`src/rtl/led_trail_pwm.sv`:
```
// Fading LED trail: each channel loads full brightness on a step-pattern rise, then decays per prescaler tick, driving PWM.
// Latency: LEVEL updates at the edge after a rise, LED one cycle later; no backpressure, EN=0 blanks and clears.
module led_trail_pwm #(
    parameter int DECAY_DIV  = 100_000,
    parameter int DECAY_STEP = 8
) (
    input  logic        SCK,
    input  logic        RST,
    input  logic        EN,
    input  logic [3:0]  PIN_IN,
    output logic [3:0]  LED,
    output logic [31:0] LEVEL
);

    localparam logic [23:0] LP_LAST = 24'(DECAY_DIV - 1);
    localparam logic [7:0]  LP_STEP = 8'(DECAY_STEP);

    logic [3:0]       r_pin_d;
    logic [23:0]      r_pre;
    logic [7:0]       r_pwm;
    logic [3:0][7:0]  r_level;
    logic [3:0]       r_led;

    logic [3:0]       w_rise;
    logic             w_tick;
    logic [3:0][7:0]  w_level_nxt;
    logic [3:0]       w_led_nxt;

    assign w_rise = PIN_IN & ~r_pin_d;
    assign w_tick = (r_pre == LP_LAST);

    // A rise outranks a decay tick on the same channel.
    always_comb begin
        w_level_nxt = r_level;
        w_led_nxt   = '0;
        for (int i = 0; i < 4; i++) begin
            if (w_rise[i]) begin
                w_level_nxt[i] = 8'hFF;
            end else if (w_tick) begin
                w_level_nxt[i] = (r_level[i] >= LP_STEP) ? (r_level[i] - LP_STEP) : 8'h00;
            end
            w_led_nxt[i] = (r_level[i] > r_pwm);
        end
    end

    // PIN_D keeps tracking while disabled so a bit held high across EN is not seen as a rise.
    always_ff @(posedge SCK) begin
        if (RST) begin
            r_pin_d <= '0;
            r_pre   <= '0;
            r_pwm   <= '0;
            r_level <= '0;
            r_led   <= '0;
        end else begin
            r_pin_d <= PIN_IN;
            if (!EN) begin
                r_pre   <= '0;
                r_pwm   <= '0;
                r_level <= '0;
                r_led   <= '0;
            end else begin
                r_pre   <= w_tick ? 24'd0 : (r_pre + 24'd1);
                r_pwm   <= r_pwm + 8'd1;
                r_level <= w_level_nxt;
                r_led   <= w_led_nxt;
            end
        end
    end

    assign LED   = r_led;
    assign LEVEL = r_level;

endmodule
```
`config.mk`:
```
export PLATFORM = sky130hd
export DESIGN_NAME = led_trail_pwm
export DESIGN_NICKNAME = d
export VERILOG_FILES = /design/src/rtl/led_trail_pwm.sv
export SDC_FILE = /design/constraint.sdc
export NUM_CORES = 1
export LEC_CHECK = 0
export CORE_ASPECT_RATIO = 1.2
export CORE_MARGIN = 3
export CORE_UTILIZATION = 45
export DETAILED_ROUTE_END_ITERATION = 16
export GPL_TIMING_DRIVEN = 0
export PLACE_DENSITY = 0.73
export SETUP_SLACK_MARGIN = 0.02
export SYNTH_ARGS = -nofsm -noshare
export SYNTH_HDL_FRONTEND = slang
export SYNTH_SLANG_ARGS = --single-unit
```
`constraint.sdc`:
```
create_clock -name SCK -period 2.39 [get_ports SCK]
set_input_delay 0.478 -clock SCK [delete_from_list [all_inputs] [get_ports SCK]]
set_output_delay 0.478 -clock SCK [all_outputs]
set_load 0.01 [all_outputs]
```
==> results.py <==
metrics = {
    "outcome": {
        "status": "finished, final reports clean",
    },
    "critical_path": {
        "cp_max_fo": 10,
        "end_kind": "flop",
        "slowest_stage": "dfxtp_1",
        "cpPeakStageDelay_ps": 390,
        "worstPathCellList": "ha_1 -> and4_1 -> buf_4 -> nand4_2 -> or2_4 -> clkbuf_1 -> o21ai_0 -> a31oi_1",
        "worstSetupPathType": "reg2reg",
        "start_kind": "flop",
        "worstPathRequired_ps": 2590,
        "cp_data_arrival_time_ps": 2350,
    },
    "placed_design": {
        "portBuffers": 42,
        "placed_area_um2": 4030,
        "gp_congestion": 0.844,
        "hpwl_mm": 6.15,
        "place_inst": 537,
    },
    "global_routing": {
        "grt_max_degree": 11,
        "grt_pass1_vias": 2976,
        "grt_overflow": 0,
        "antenna_found_initial": 0,
        "grt_pass1_wl_mm": 13.5,
        "track_usage_pct": 18.9,
    },
    "timing": {
        "relSlewSlack_pct": 52.7,
        "worstMarginPinSlew_ps": 703,
        "finalSetupViolations": 0,
        "tns_ps": 0,
        "fin_worst_skew_ps": 10.1,
        "fmax_ghz": 0.465,
        "fin_crit_sh_pct": 89.9,
        "fin_crit_ps": 2150,
        "final_max_slew_viol_count": 0,
        "finalHoldViolCount": 0,
        "grt_setup_unrepaired": "false",
    },
    "cts": {
        "clk-insertion-delay-late_ps": 330,
        "cts_tree": "yes",
        "cts_max_level": 3,
        "clk_root_buffer_cell": "clkbuf_8",
        "path_clk_slew_ps": 70,
        "hold_buffers": 0,
        "cts_buffers": 9,
        "post_cts_resized": 0,
        "post_cts_buffers": 0,
        "cts_sinks": 64,
        "clockBufferDepth": 2,
    },
    "finish": {
        "final_common_cell": "dfxtp_1",
        "mostFrequentLayoutCells": "dfxtp_1, clkdlybuf4s50_1, nor2_1",
        "seqCellArea_um2": 1280,
        "stdcell_count": 552,
        "n_fill_cell": 706,
        "fin_nets": 502,
        "antenna_cells": 0,
        "final_core_util_pct": 56.9,
        "multi_input_area_um2": 2000,
        "drive_gt1_share_pct": 7.14,
        "postLayoutCellArea_um2": 4210,
        "area_growth_pct": 20.4,
    },
    "synthesis": {
        "synth_area_leaders": "dfxtp_1, ha_1, nor2_1, xor2_1, nand3_1",
        "postSynthAreaPerCell_um2": 8.64,
        "synth_edf_count": 0,
        "yosys_warnings": 0,
        "netlist-cell-type-count": 36,
        "synthArstFlopShare_pct": 0,
        "ys_seq_elements": 64,
        "synth_top_cell_by_area": "dfxtp_1",
        "syn-num-nets": 450,
        "syn_inst": 405,
        "ys_seq_area_share_pct": 36.6,
        "syn_area_um2": 3500,
        "synth_ff_type": "dfxtp_1",
        "synth_top_cell_area_share_pct": 36.6,
    },
    "route": {
        "drt_iter0_markers": 223,
        "viasPerCell": 5.55,
        "wl_mm": 7.88,
        "drc": 0,
        "routedWlPerCell_um": 14.3,
        "vias": 3065,
        "final_antenna_net_count": 0,
        "first_pass_iters": 4,
    },
    "floorplanning": {
        "dieArea_um2": 8870,
        "start_util_pct": 47.3,
        "dieWidth_um": 86.5,
        "fp.dieH_um": 103,
        "boundaryPins": 43,
        "core_um2": 7400,
        "rows": 34,
    },
    "power": {
        "power_density_nw_per_um2": 545,
        "p_seq_share_pct": 49.6,
        "leakagePower_nw": 1.64,
        "vdd_ir_drop_max_v": 0.000247,
        "internal_power_mw": 1.72,
        "pwr-share-clk_pct": 37.2,
        "p_sw_mw": 0.580,
        "p_sw_share_pct": 25.3,
        "power_frac_comb_pct": 13.2,
    },
    "job": {
        "cap_violations": 0,
    },
    "min_path": {
        "hp-class": "reg2reg",
    },
}
-- cell type report --
class                           count  area share, %
Sequential cell                    64           30.4
Multi-Input combinational cell    295           47.4
Tap cell                           90           2.67
Clock inverter                      3          0.357
Timing Repair Buffer               42           9.98
Buffer                             20           2.88
Clock buffer                       13           4.01
Inverter                           25           2.23
-- sequential cells by signal, summed over array words and instances, names as in the netlist --
signal	flops
LED	4
r_pre	24
r_pwm	8
r_pin_d	4
LEVEL	24
-- kinds of logic (layout without fill, tap and decap cells) --
kind of cell	after synthesis	count (layout)	share of synthesized area [%]
buffers and inverters	46	103	6.26
AOI/OAI and AO/OA	72	72	12.8
adders and majority gates	38	38	13.6
DFF	64	64	36.6
and+or+nand+nor	157	157	23.7
xor gates and xnor gates	28	28	7.01
-- synthesized netlist by cell type, types with 3 or more instances --
master / count
nand2_1: 18
o21bai_1: 4
nor4_1: 6
dfxtp_1: 64
buf_4: 9
inv_1: 25
o41ai_1: 3
buf_2: 3
a21oi_1: 12
a21o_1: 8
o21a_1: 8
xor2_1: 16
nor2_1: 40
and4_1: 4
nand4_1: 17
nand2b_1: 5
o21ai_0: 17
nor3_1: 5
ha_1: 38
or3_1: 11
xnor2_1: 12
or4_1: 3
clkbuf_1: 7
and3_1: 6
nand3_1: 26
nor2b_1: 9
a31oi_1: 20
-- critical path: cells and delay by family (launching register included) --
kind	cells	cell delay, ps
fa+ha+maj	1	230
flops	1	390
buf+inv	2	390
simple gates	3	600
compound gates	2	400
-- power groups by stage --
stage / sequential, mW / clock (mW) / combinational (mW)
floorplan: 1.16 / 0 / 0.183
global placement: 1.16 / 0 / 0.294
detailed placement: 1.16 / 0 / 0.305
CTS: 1.14 / 0.877 / 0.306
global route: 1.14 / 0.915 / 0.343
finish: 1.14 / 0.855 / 0.303
-- worst paths after layout --
kind,depth (start not counted),from,end,slack (ps)
min,1,r_pre[0],r_pre[0],480
max reg2reg,8,r_pre[0],LEVEL[21],240
max,8,r_pre[0],LEVEL[21],240
min reg2reg,1,r_pre[0],r_pre[0],480
-- stage by stage --
step / hold WS, ps / total power [mW] / setup WS, ps
after global routing: 495 / 2.40 / 29.0
final: 478 / 2.30 / 241
after floorplan: 430 / 1.34 / 525
after CTS: 478 / 2.32 / 179
after global placement: 447 / 1.45 / 31.9
after detailed placement: 462 / 1.47 / 7.35
-- routing by layer --
layer	global-route usage [%]	vias to the layer above	share of wire, %
met5	0	-	0
met4	9.11	0	1.9
met3	2.00	14	3.6
met2	33.7	68	51
met1	22.7	1447	43
li1	-	1536	-
(Power assumes the default switching activity.)
